$ cat src/rtl/end_perm_stage_if.sv
// ascon_pack / end_perm_stage_if
//
// Purpose: the shared Ascon state type and the valid/ready bus around the
// end-of-permutation output stage.
//
// type_state holds the five 64-bit Ascon words. Word k is element [k].
//
// Bus signal summary (directions are as seen from the stage, via the slave modport):
//   valid_i, state_i        upstream beat and its permutation-output state
//   en_xor_key_i            XOR key into words 3/4
//   en_xor_lsb_i            XOR 1 into bit 0 of word 4
//   en_tag_i, en_verify_i   finalization beat / compare against tag_exp_i
//   key_i, tag_exp_i        128-bit key and expected tag
//   ready_o                 stage can take a beat this cycle
//   valid_o, state_o        buffered beat towards the state register
//   ready_i                 downstream accepts state_o
//   tag_o, tag_valid_o      registered tag, and whether it belongs to state_o
//   tag_ok_o                last verification result
package ascon_pack;
  typedef logic [4:0][63:0] type_state;
endpackage

interface end_perm_stage_if;
  import ascon_pack::*;

  logic          valid_i;
  logic          ready_o;
  type_state     state_i;
  logic          en_xor_key_i;
  logic          en_xor_lsb_i;
  logic          en_tag_i;
  logic          en_verify_i;
  logic [127:0]  key_i;
  logic [127:0]  tag_exp_i;
  logic          valid_o;
  logic          ready_i;
  type_state     state_o;
  logic [127:0]  tag_o;
  logic          tag_valid_o;
  logic          tag_ok_o;

  // Producer/consumer side (permutation datapath + state register)
  modport master (
    output valid_i, state_i, en_xor_key_i, en_xor_lsb_i, en_tag_i,
           en_verify_i, key_i, tag_exp_i, ready_i,
    input  ready_o, valid_o, state_o, tag_o, tag_valid_o, tag_ok_o
  );

  // The output stage itself
  modport slave (
    input  valid_i, state_i, en_xor_key_i, en_xor_lsb_i, en_tag_i,
           en_verify_i, key_i, tag_exp_i, ready_i,
    output ready_o, valid_o, state_o, tag_o, tag_valid_o, tag_ok_o
  );
endinterface

$ cat src/rtl/end_perm_stage.sv
// end_perm_stage
//
// Purpose: applies the end-of-permutation XORs (key into words 3/4 and the
// domain-separation bit) and holds the result in a one-deep valid/ready
// buffer. On a finalization beat it registers the 128-bit tag {w3, w4} and,
// for decryption, the outcome of comparing it with the expected tag.
//
// Ports:
//   clock_i   system clock, rising edge
//   resetb_i  asynchronous active-low reset
//   bus       end_perm_stage_if.slave (handshake, state, key, tag)
//
// There is no skid buffer: ready_o is a combinational pass-through of
// downstream ready whenever the buffer is occupied.
module end_perm_stage
  import ascon_pack::*;
(
  input logic             clock_i,
  input logic             resetb_i,
  end_perm_stage_if.slave bus
);

  typedef enum logic {
    ST_EMPTY = 1'b0,
    ST_FULL  = 1'b1
  } fsm_t;

  fsm_t         r_fsm;
  fsm_t         w_fsm_next;
  logic         w_ready;
  logic         w_valid;
  logic         w_accept;
  logic [63:0]  w_word3;
  logic [63:0]  w_word4;
  logic [127:0] w_tag;

  type_state    r_state;
  logic [127:0] r_tag;
  logic         r_tag_valid;
  logic         r_tag_ok;

  // Output-side XORs; both may apply on the same beat.
  always_comb begin
    w_word3 = bus.state_i[3];
    w_word4 = bus.state_i[4];
    if (bus.en_xor_key_i) begin
      w_word3 = w_word3 ^ bus.key_i[127:64];
      w_word4 = w_word4 ^ bus.key_i[63:0];
    end
    w_word4[0] = w_word4[0] ^ bus.en_xor_lsb_i;
    w_tag      = {w_word3, w_word4};
  end

  // Next state and handshake outputs.
  always_comb begin
    w_fsm_next = r_fsm;
    w_ready    = 1'b1;
    w_valid    = 1'b0;
    case (r_fsm)
      ST_EMPTY: begin
        if (bus.valid_i) w_fsm_next = ST_FULL;
      end
      ST_FULL: begin
        w_valid = 1'b1;
        w_ready = bus.ready_i;
        if (bus.ready_i && !bus.valid_i) w_fsm_next = ST_EMPTY;
      end
      default: w_fsm_next = ST_EMPTY;
    endcase
  end

  assign w_accept = bus.valid_i & w_ready;

  always_ff @(posedge clock_i or negedge resetb_i) begin
    if (!resetb_i) r_fsm <= ST_EMPTY;
    else           r_fsm <= w_fsm_next;
  end

  // Buffer and tag registers. tag_o/tag_ok_o move only on an accepted tag
  // beat; tag_valid_o also clears when the tag beat drains without a
  // replacement.
  always_ff @(posedge clock_i or negedge resetb_i) begin
    if (!resetb_i) begin
      r_state     <= '0;
      r_tag       <= '0;
      r_tag_valid <= 1'b0;
      r_tag_ok    <= 1'b0;
    end else if (w_accept) begin
      r_state[0]  <= bus.state_i[0];
      r_state[1]  <= bus.state_i[1];
      r_state[2]  <= bus.state_i[2];
      r_state[3]  <= w_word3;
      r_state[4]  <= w_word4;
      r_tag_valid <= bus.en_tag_i;
      if (bus.en_tag_i) begin
        r_tag    <= w_tag;
        r_tag_ok <= bus.en_verify_i && (w_tag == bus.tag_exp_i);
      end
    end else if (r_fsm == ST_FULL && bus.ready_i) begin
      r_tag_valid <= 1'b0;
    end
  end

  assign bus.ready_o     = w_ready;
  assign bus.valid_o     = w_valid;
  assign bus.state_o     = r_state;
  assign bus.tag_o       = r_tag;
  assign bus.tag_valid_o = r_tag_valid;
  assign bus.tag_ok_o    = r_tag_ok;

endmodule
$ cat src/flat_wrapper.sv
// flat-port wrapper written by rule: the top's interface ports become plain ports
module end_perm_stage_flat import ascon_pack::*;
  (clock_i, resetb_i, bus_valid_i, bus_state_i, bus_en_xor_key_i, bus_en_xor_lsb_i, bus_en_tag_i, bus_en_verify_i, bus_key_i, bus_tag_exp_i, bus_ready_i, bus_ready_o, bus_valid_o, bus_state_o, bus_tag_o, bus_tag_valid_o, bus_tag_ok_o);
  end_perm_stage_if bus_i ();
  input logic clock_i;
  input logic resetb_i;
  input wire logic [$bits(bus_i.valid_i)-1:0] bus_valid_i;
  input wire logic [$bits(bus_i.state_i)-1:0] bus_state_i;
  input wire logic [$bits(bus_i.en_xor_key_i)-1:0] bus_en_xor_key_i;
  input wire logic [$bits(bus_i.en_xor_lsb_i)-1:0] bus_en_xor_lsb_i;
  input wire logic [$bits(bus_i.en_tag_i)-1:0] bus_en_tag_i;
  input wire logic [$bits(bus_i.en_verify_i)-1:0] bus_en_verify_i;
  input wire logic [$bits(bus_i.key_i)-1:0] bus_key_i;
  input wire logic [$bits(bus_i.tag_exp_i)-1:0] bus_tag_exp_i;
  input wire logic [$bits(bus_i.ready_i)-1:0] bus_ready_i;
  output wire logic [$bits(bus_i.ready_o)-1:0] bus_ready_o;
  output wire logic [$bits(bus_i.valid_o)-1:0] bus_valid_o;
  output wire logic [$bits(bus_i.state_o)-1:0] bus_state_o;
  output wire logic [$bits(bus_i.tag_o)-1:0] bus_tag_o;
  output wire logic [$bits(bus_i.tag_valid_o)-1:0] bus_tag_valid_o;
  output wire logic [$bits(bus_i.tag_ok_o)-1:0] bus_tag_ok_o;
  assign bus_i.valid_i = bus_valid_i;
  assign bus_i.state_i = bus_state_i;
  assign bus_i.en_xor_key_i = bus_en_xor_key_i;
  assign bus_i.en_xor_lsb_i = bus_en_xor_lsb_i;
  assign bus_i.en_tag_i = bus_en_tag_i;
  assign bus_i.en_verify_i = bus_en_verify_i;
  assign bus_i.key_i = bus_key_i;
  assign bus_i.tag_exp_i = bus_tag_exp_i;
  assign bus_i.ready_i = bus_ready_i;
  assign bus_ready_o = bus_i.ready_o;
  assign bus_valid_o = bus_i.valid_o;
  assign bus_state_o = bus_i.state_o;
  assign bus_tag_o = bus_i.tag_o;
  assign bus_tag_valid_o = bus_i.tag_valid_o;
  assign bus_tag_ok_o = bus_i.tag_ok_o;
  end_perm_stage u_core (.clock_i(clock_i), .resetb_i(resetb_i), .bus(bus_i));
endmodule
$ cat config.mk
export PLATFORM = sky130hd
export DESIGN_NAME = end_perm_stage_flat
export DESIGN_NICKNAME = d
export VERILOG_FILES = /design/src/rtl/end_perm_stage_if.sv /design/src/rtl/end_perm_stage.sv /design/src/flat_wrapper.sv
export SDC_FILE = /design/constraint.sdc
export NUM_CORES = 1
export LEC_CHECK = 0
export BUFFER_PORTS_ARGS = -buffer_cell sky130_fd_sc_hd__buf_2
export CAP_MARGIN = 20
export CORE_AREA = 2 2 408 410
export DETAILED_ROUTE_END_ITERATION = 10
export DIE_AREA = 0 0 410 412
export SETUP_SLACK_MARGIN = 0.1
export SLEW_MARGIN = 20
export SYNTH_ARGS = -nofsm -noshare
export SYNTH_HDL_FRONTEND = slang
export SYNTH_SLANG_ARGS = --single-unit
$ cat constraint.sdc
create_clock -name clock_i -period 5 [get_ports clock_i]
set_input_delay 0.25 -clock clock_i [delete_from_list [all_inputs] [get_ports clock_i]]
set_output_delay 0.25 -clock clock_i [all_outputs]
set_load 0.05 [all_outputs]
* Word level (Yosys, flattened, before mapping) *
Cells that the tools add are included.

storage, ports and cells
  register bits = 451
  input bits = 584
  output and inout port bits = 452
  logic and storage cells = 30

cells by class
  equality and inequality tests = 1
  multiplexer cells = 9
  bitwise gates (word level) = 5
  reduce and logical (&&, ||, !) cells = 6

operator list
  kind                 count
  $eq A128 B128 Y1     1
  $mux W64             2
  $xor A64 B64 Y64     2
  $mux W1              6
  $logic_and A1 B1 Y1  3
  $pmux W1 S2          1
  $reduce_and A2 Y1    1
  $reduce_bool A2 Y1   1
  $and A1 B1 Y1        1
  $logic_not A1 Y1     1
  $not A1 Y1           1
  $xor A1 B1 Y1        1

* Depth between registers and ports, before layout *
  word-level depth = 5
  depth in mapped cells = 11
  gate-level depth less buffers = 7

* Worst setup path after synthesis *
OpenSTA, ideal clock, no wires.

  path kind = register -> register
  from = register u_core.r_fsm
  to = register u_core.r_state, in the netlist u_core.bus.state_o[100]
  library setup time = 0.125 ns
  arrival time = 2.322 ns
  data required time = 4.875 ns
  setup slack = 2.553 ns
  stages on the path, launching flop included = 7
  path buffers = 3
  clock period less this slack = 2.447 ns
  cell sequence = dfrtp_1 nand2b_1 clkbuf_1 nand2_1 clkbuf_1 clkbuf_1 mux2_2

on the way
  word-level cells in the longest chain between the ends = 2

ends and longest elaborated chain
  element                   RTL line              RTL
  start: declaration        end_perm_stage.sv:28  fsm_t r_fsm;
  start signal: assignment  end_perm_stage.sv:76  else r_fsm <= w_fsm_next;
  $mux W1                   end_perm_stage.sv:59  case (r_fsm)
  net bus_ready_o           flat_wrapper.sv:16    output wire logic [$bits(bus_i.ready_o)-1:0] bus_ready_o;
  $and A1 B1 Y1             end_perm_stage.sv:72  assign w_accept = bus.valid_i & w_ready;
  end: declaration          end_perm_stage.sv:37  type_state r_state;

The timed path passes the listed nets, and every way through them passes these cells.
A chain may end at the register's enable or synchronous reset.

* Worst setup path after layout *
  from = input port bus_en_xor_key_i
  to = register u_core.r_tag_ok (netlist: u_core.bus.tag_ok_o)

on the way
  word-level cells in the longest chain between the ends = 4
  elaborated cells between the ends (all ways) = 5
  classes of those cells = eq/ne: 1; mux: 2; bitwise: 1; reduce/logical: 1

ends and longest elaborated chain
  element                  RTL line              RTL
  start: declaration       flat_wrapper.sv:9     input wire logic [$bits(bus_i.en_xor_key_i)-1:0] bus_en_xor_key_i;
  $mux W64                 end_perm_stage.sv:46  if (bus.en_xor_key_i) begin
  $xor A1 B1 Y1            end_perm_stage.sv:50  w_word4[0] = w_word4[0] ^ bus.en_xor_lsb_i;
  $eq A128 B128 Y1 (*)     end_perm_stage.sv:97  r_tag_ok <= bus.en_verify_i && (w_tag == bus.tag_exp_i);
  $logic_and A1 B1 Y1 (*)  end_perm_stage.sv:97
  end signal: assignment   end_perm_stage.sv:97
  end: declaration         end_perm_stage.sv:40  logic r_tag_ok;

Mark *: on every way between the ends. The rest lies on a longest branch, timed or not.

==> results.yml <==
run_status:
  status: "finished, final reports clean"
timing:
  setup_viol: 0
  worst_slew_pin_slew_ns: 1.14
  relSlewSlack: 0.236
  rsz0062_at_grt: "no"
  post-route-period-util: 0.698
  tns_ns: 0
  max_freq_mhz: 287
  skew_ns: 0.0454
  maxSlewViolCount: 0
  hold_viol: 0
  fin_crit_ns: 3.49
synthesis:
  avgSynthCellArea_um2: 11.1
  synth_area_leaders: "dfrtp_1, mux2_2, nand2_1, o21ai_0, xor2_1"
  synth_enable_flop_cells: 0
  async_reset_ff_frac: 1.00
  synth.distinct_cells: 58
  netlist_instances: 1813
  synth.top_cell.area_share: 0.563
  synth_most_common_cell: "dfrtp_1"
  syn_nets: 2397
  syn_area_um2: 20100
  yosys_warnings: 0
  ys_seq_elements: 451
  yosysSeqAreaShare: 0.563
  yosys.area.top_type: "dfrtp_1"
  synth_ff_type: "dfrtp_1"
  ys_top_cells_by_count: "dfrtp_1, nand2_1, o21ai_0"
clocking:
  cts_resized: 0
  cts_hold_buf: 302
  cts_setup_buffers: 0
  cts_root_buf: "clkbuf_16"
  htreeDepth: 2
  cts_sinks: 451
  cts_buffers: 61
  cts_tree: "yes"
  clk_pin_slew_worst_paths_ns: 0.06
  max-clock-path-buffers: 3
  clock_latency_ns: 0.72
grt:
  grt_pass1_wl_um: 201000
  grt_pass1_vias: 20834
  grt-ovfl-total: 0
  grt_usage: 0.180
  antenna_found_initial: 151
  grt_max_degree: 145
critical_path:
  slowest_stage: "a211oi_1"
  rrSetupSlack_ns: 2.17
  path_cells: "buf_6 > buf_4 > nand2_1 > xor2_1 > o22ai_1 > a211oi_1 > nand4_1 > or4_1 > o31ai_1 > dlygate4sd3_1"
  reg2reg_depth: 9
  reg2reg_to: "u_core.bus.tag_ok_o"
  worst-path-max-fanout: 35
  path_delay_family: "buffers and inverters"
  rr_startpoint: "u_core.r_fsm"
  slowest_delay_ns: 0.58
  path_class: "input port to register"
  crit_buf_inv: 3
  worst_ep_required_time_ns: 5.67
  arrival_ns: 4.15
  worst_setup_path_end_kind: "register"
  critPathLaunchType: "input port"
worst_hold_path:
  hold_path.class: "input port to register"
  hp-start: "bus_key_i[63]"
  min_to: "u_core.bus.tag_o[63]"
  hold_depth: 4
route:
  via_per_inst: 3.81
  drt-total-wl_um: 159000
  route.detailed.drc: 0
  drtPass1Iterations: 6
  drtAntennaViolNets: 0
  wl_per_cell_um: 29.1
  wl_met2_um: 70500
  wl_met3_um: 17200
  m1WireLength_um: 62300
  vias: 20800
  first_iter_violations: 1484
  dr.max_layer_used: "met5"
power_and_ir_drop:
  peakVddDrop_mv: 0.362
  p_leak_nw: 15.4
  p_per_area_nw_per_um2: 431
run:
  cap_violations: 0
layout:
  area_delta_synth_final_pct: 65.9
  layout-drive-gt1-share: 0.436
  final_cell_count_no_fill: 5464
  fin_nets: 3750
floorplan:
  start_util: 0.122
  fp.dieW_um: 410
  die_h_um: 412
  core_um2: 164000
  dieArea_um2: 169000
  io_pins: 1036
  num_rows: 149
place:
  dpl.cell_count: 4990
  gp_congestion: 0.947
  io_buffers: 1035
  detailed_place_hpwl_um: 133000
-- per-stage QoR --
stage                      util  cell area (um^2)  setup WS (ns)  power [mW]  hold WS (ns)
after floorplan               -             20100           2.55        7.56       -0.0456
after global placement    0.171             28000           1.05        9.60         0.337
after detailed placement  0.171             28000           1.13        9.64         0.363
after CTS                 0.202             33100           1.42        14.6      0.000421
after global routing      0.202             33200           1.41        14.9        0.0361
final                     0.203             33300           1.51        14.4        0.0468
-- cell usage in the layout (no fill, tap or decap), types with 9 or more instances in the layout --
cell,count
mux2_2,196
nand2_1,390
xnor2_1,36
inv_1,9
o21ai_0,267
o22ai_1,14
nand3b_1,9
nand2b_1,13
clkbuf_16,61
buf_2,1033
o2bb2ai_1,9
nor2_1,14
xor2_1,150
dfrtp_1,451
clkinvlp_4,13
diode_2,59
nand4_1,16
a2bb2oi_1,9
buf_4,39
dlygate4sd3_1,302
-- cell type report --
type | count | area [um^2]
Inverter | 9 | 33.8
Fill cell | 18014 | 131000
Timing Repair Buffer | 1385 | 8680
Tap cell | 2189 | 2740
Antenna cell | 59 | 148
Clock buffer | 73 | 1620
Clock inverter | 40 | 434
Multi-Input combinational cell | 1258 | 8330
Sequential cell | 451 | 11300
-- metal layers --
layer / up-vias / GRT usage
met5: - / 0
met3: 334 / 0.0850
met1: 10254 / 0.210
li1: 9051 / -
met2: 1055 / 0.279
met4: 106 / 0.0836
-- cells by family (layout without fill, tap and decap cells) --
family | after synthesis | count (layout) | synth area share
DFF | 451 | 451 | 0.563
AOI/OAI and AO/OA | 374 | 374 | 0.109
xor gates and xnor gates | 196 | 196 | 0.0901
other | 0 | 59 | 0
muxes | 199 | 199 | 0.112
and+or+nand+nor | 489 | 489 | 0.103
buffers and inverters | 104 | 1507 | 0.0233
-- power breakdown --
| group | internal [mW] | switching [mW] | total (mW) |
|---|---|---|---|
| registers | 4.24 | 0.326 | 4.57 |
| clock network | 2.56 | 2.05 | 4.61 |
| logic | 1.27 | 3.91 | 5.18 |
| total | 8.06 | 6.29 | 14.4 |
-- worst reg2reg max path, stage by stage (launching register included) --
cell	delay [ns]
dfrtp_1	0.40
nand2b_1	0.28
and3_1	0.30
o2111ai_1	0.13
a2111oi_0	0.37
buf_4	0.19
nand4_1	0.06
nand4b_1	0.23
o31ai_1	0.23
dlygate4sd3_1	0.58
-- worst max path at each step --
stage | startpoint | endpoint | slack, ns | depth (start not counted)
4_1_cts | bus_en_xor_key_i | u_core.bus.tag_ok_o | 1.42 | 10
5_1_grt | bus_en_xor_key_i | u_core.bus.tag_ok_o | 1.41 | 10
2_1_floorplan | u_core.r_fsm | u_core.bus.state_o[100] | 2.55 | 6
3_3_place_gp | bus_state_i[269] | u_core.bus.tag_ok_o | 1.05 | 8
6_report | bus_en_xor_key_i | u_core.bus.tag_ok_o | 1.51 | 10
3_5_place_dp | bus_en_xor_key_i | u_core.bus.tag_ok_o | 1.13 | 9
-- registers in the layout, indices dropped and copies added (netlist names) --
register,count
u_core.bus.tag_valid_o,1
u_core.bus.tag_o,128
u_core.bus.tag_ok_o,1
u_core.bus.state_o,320
u_core.r_fsm,1
No activity file was read; power rests on OpenSTA's default activity.
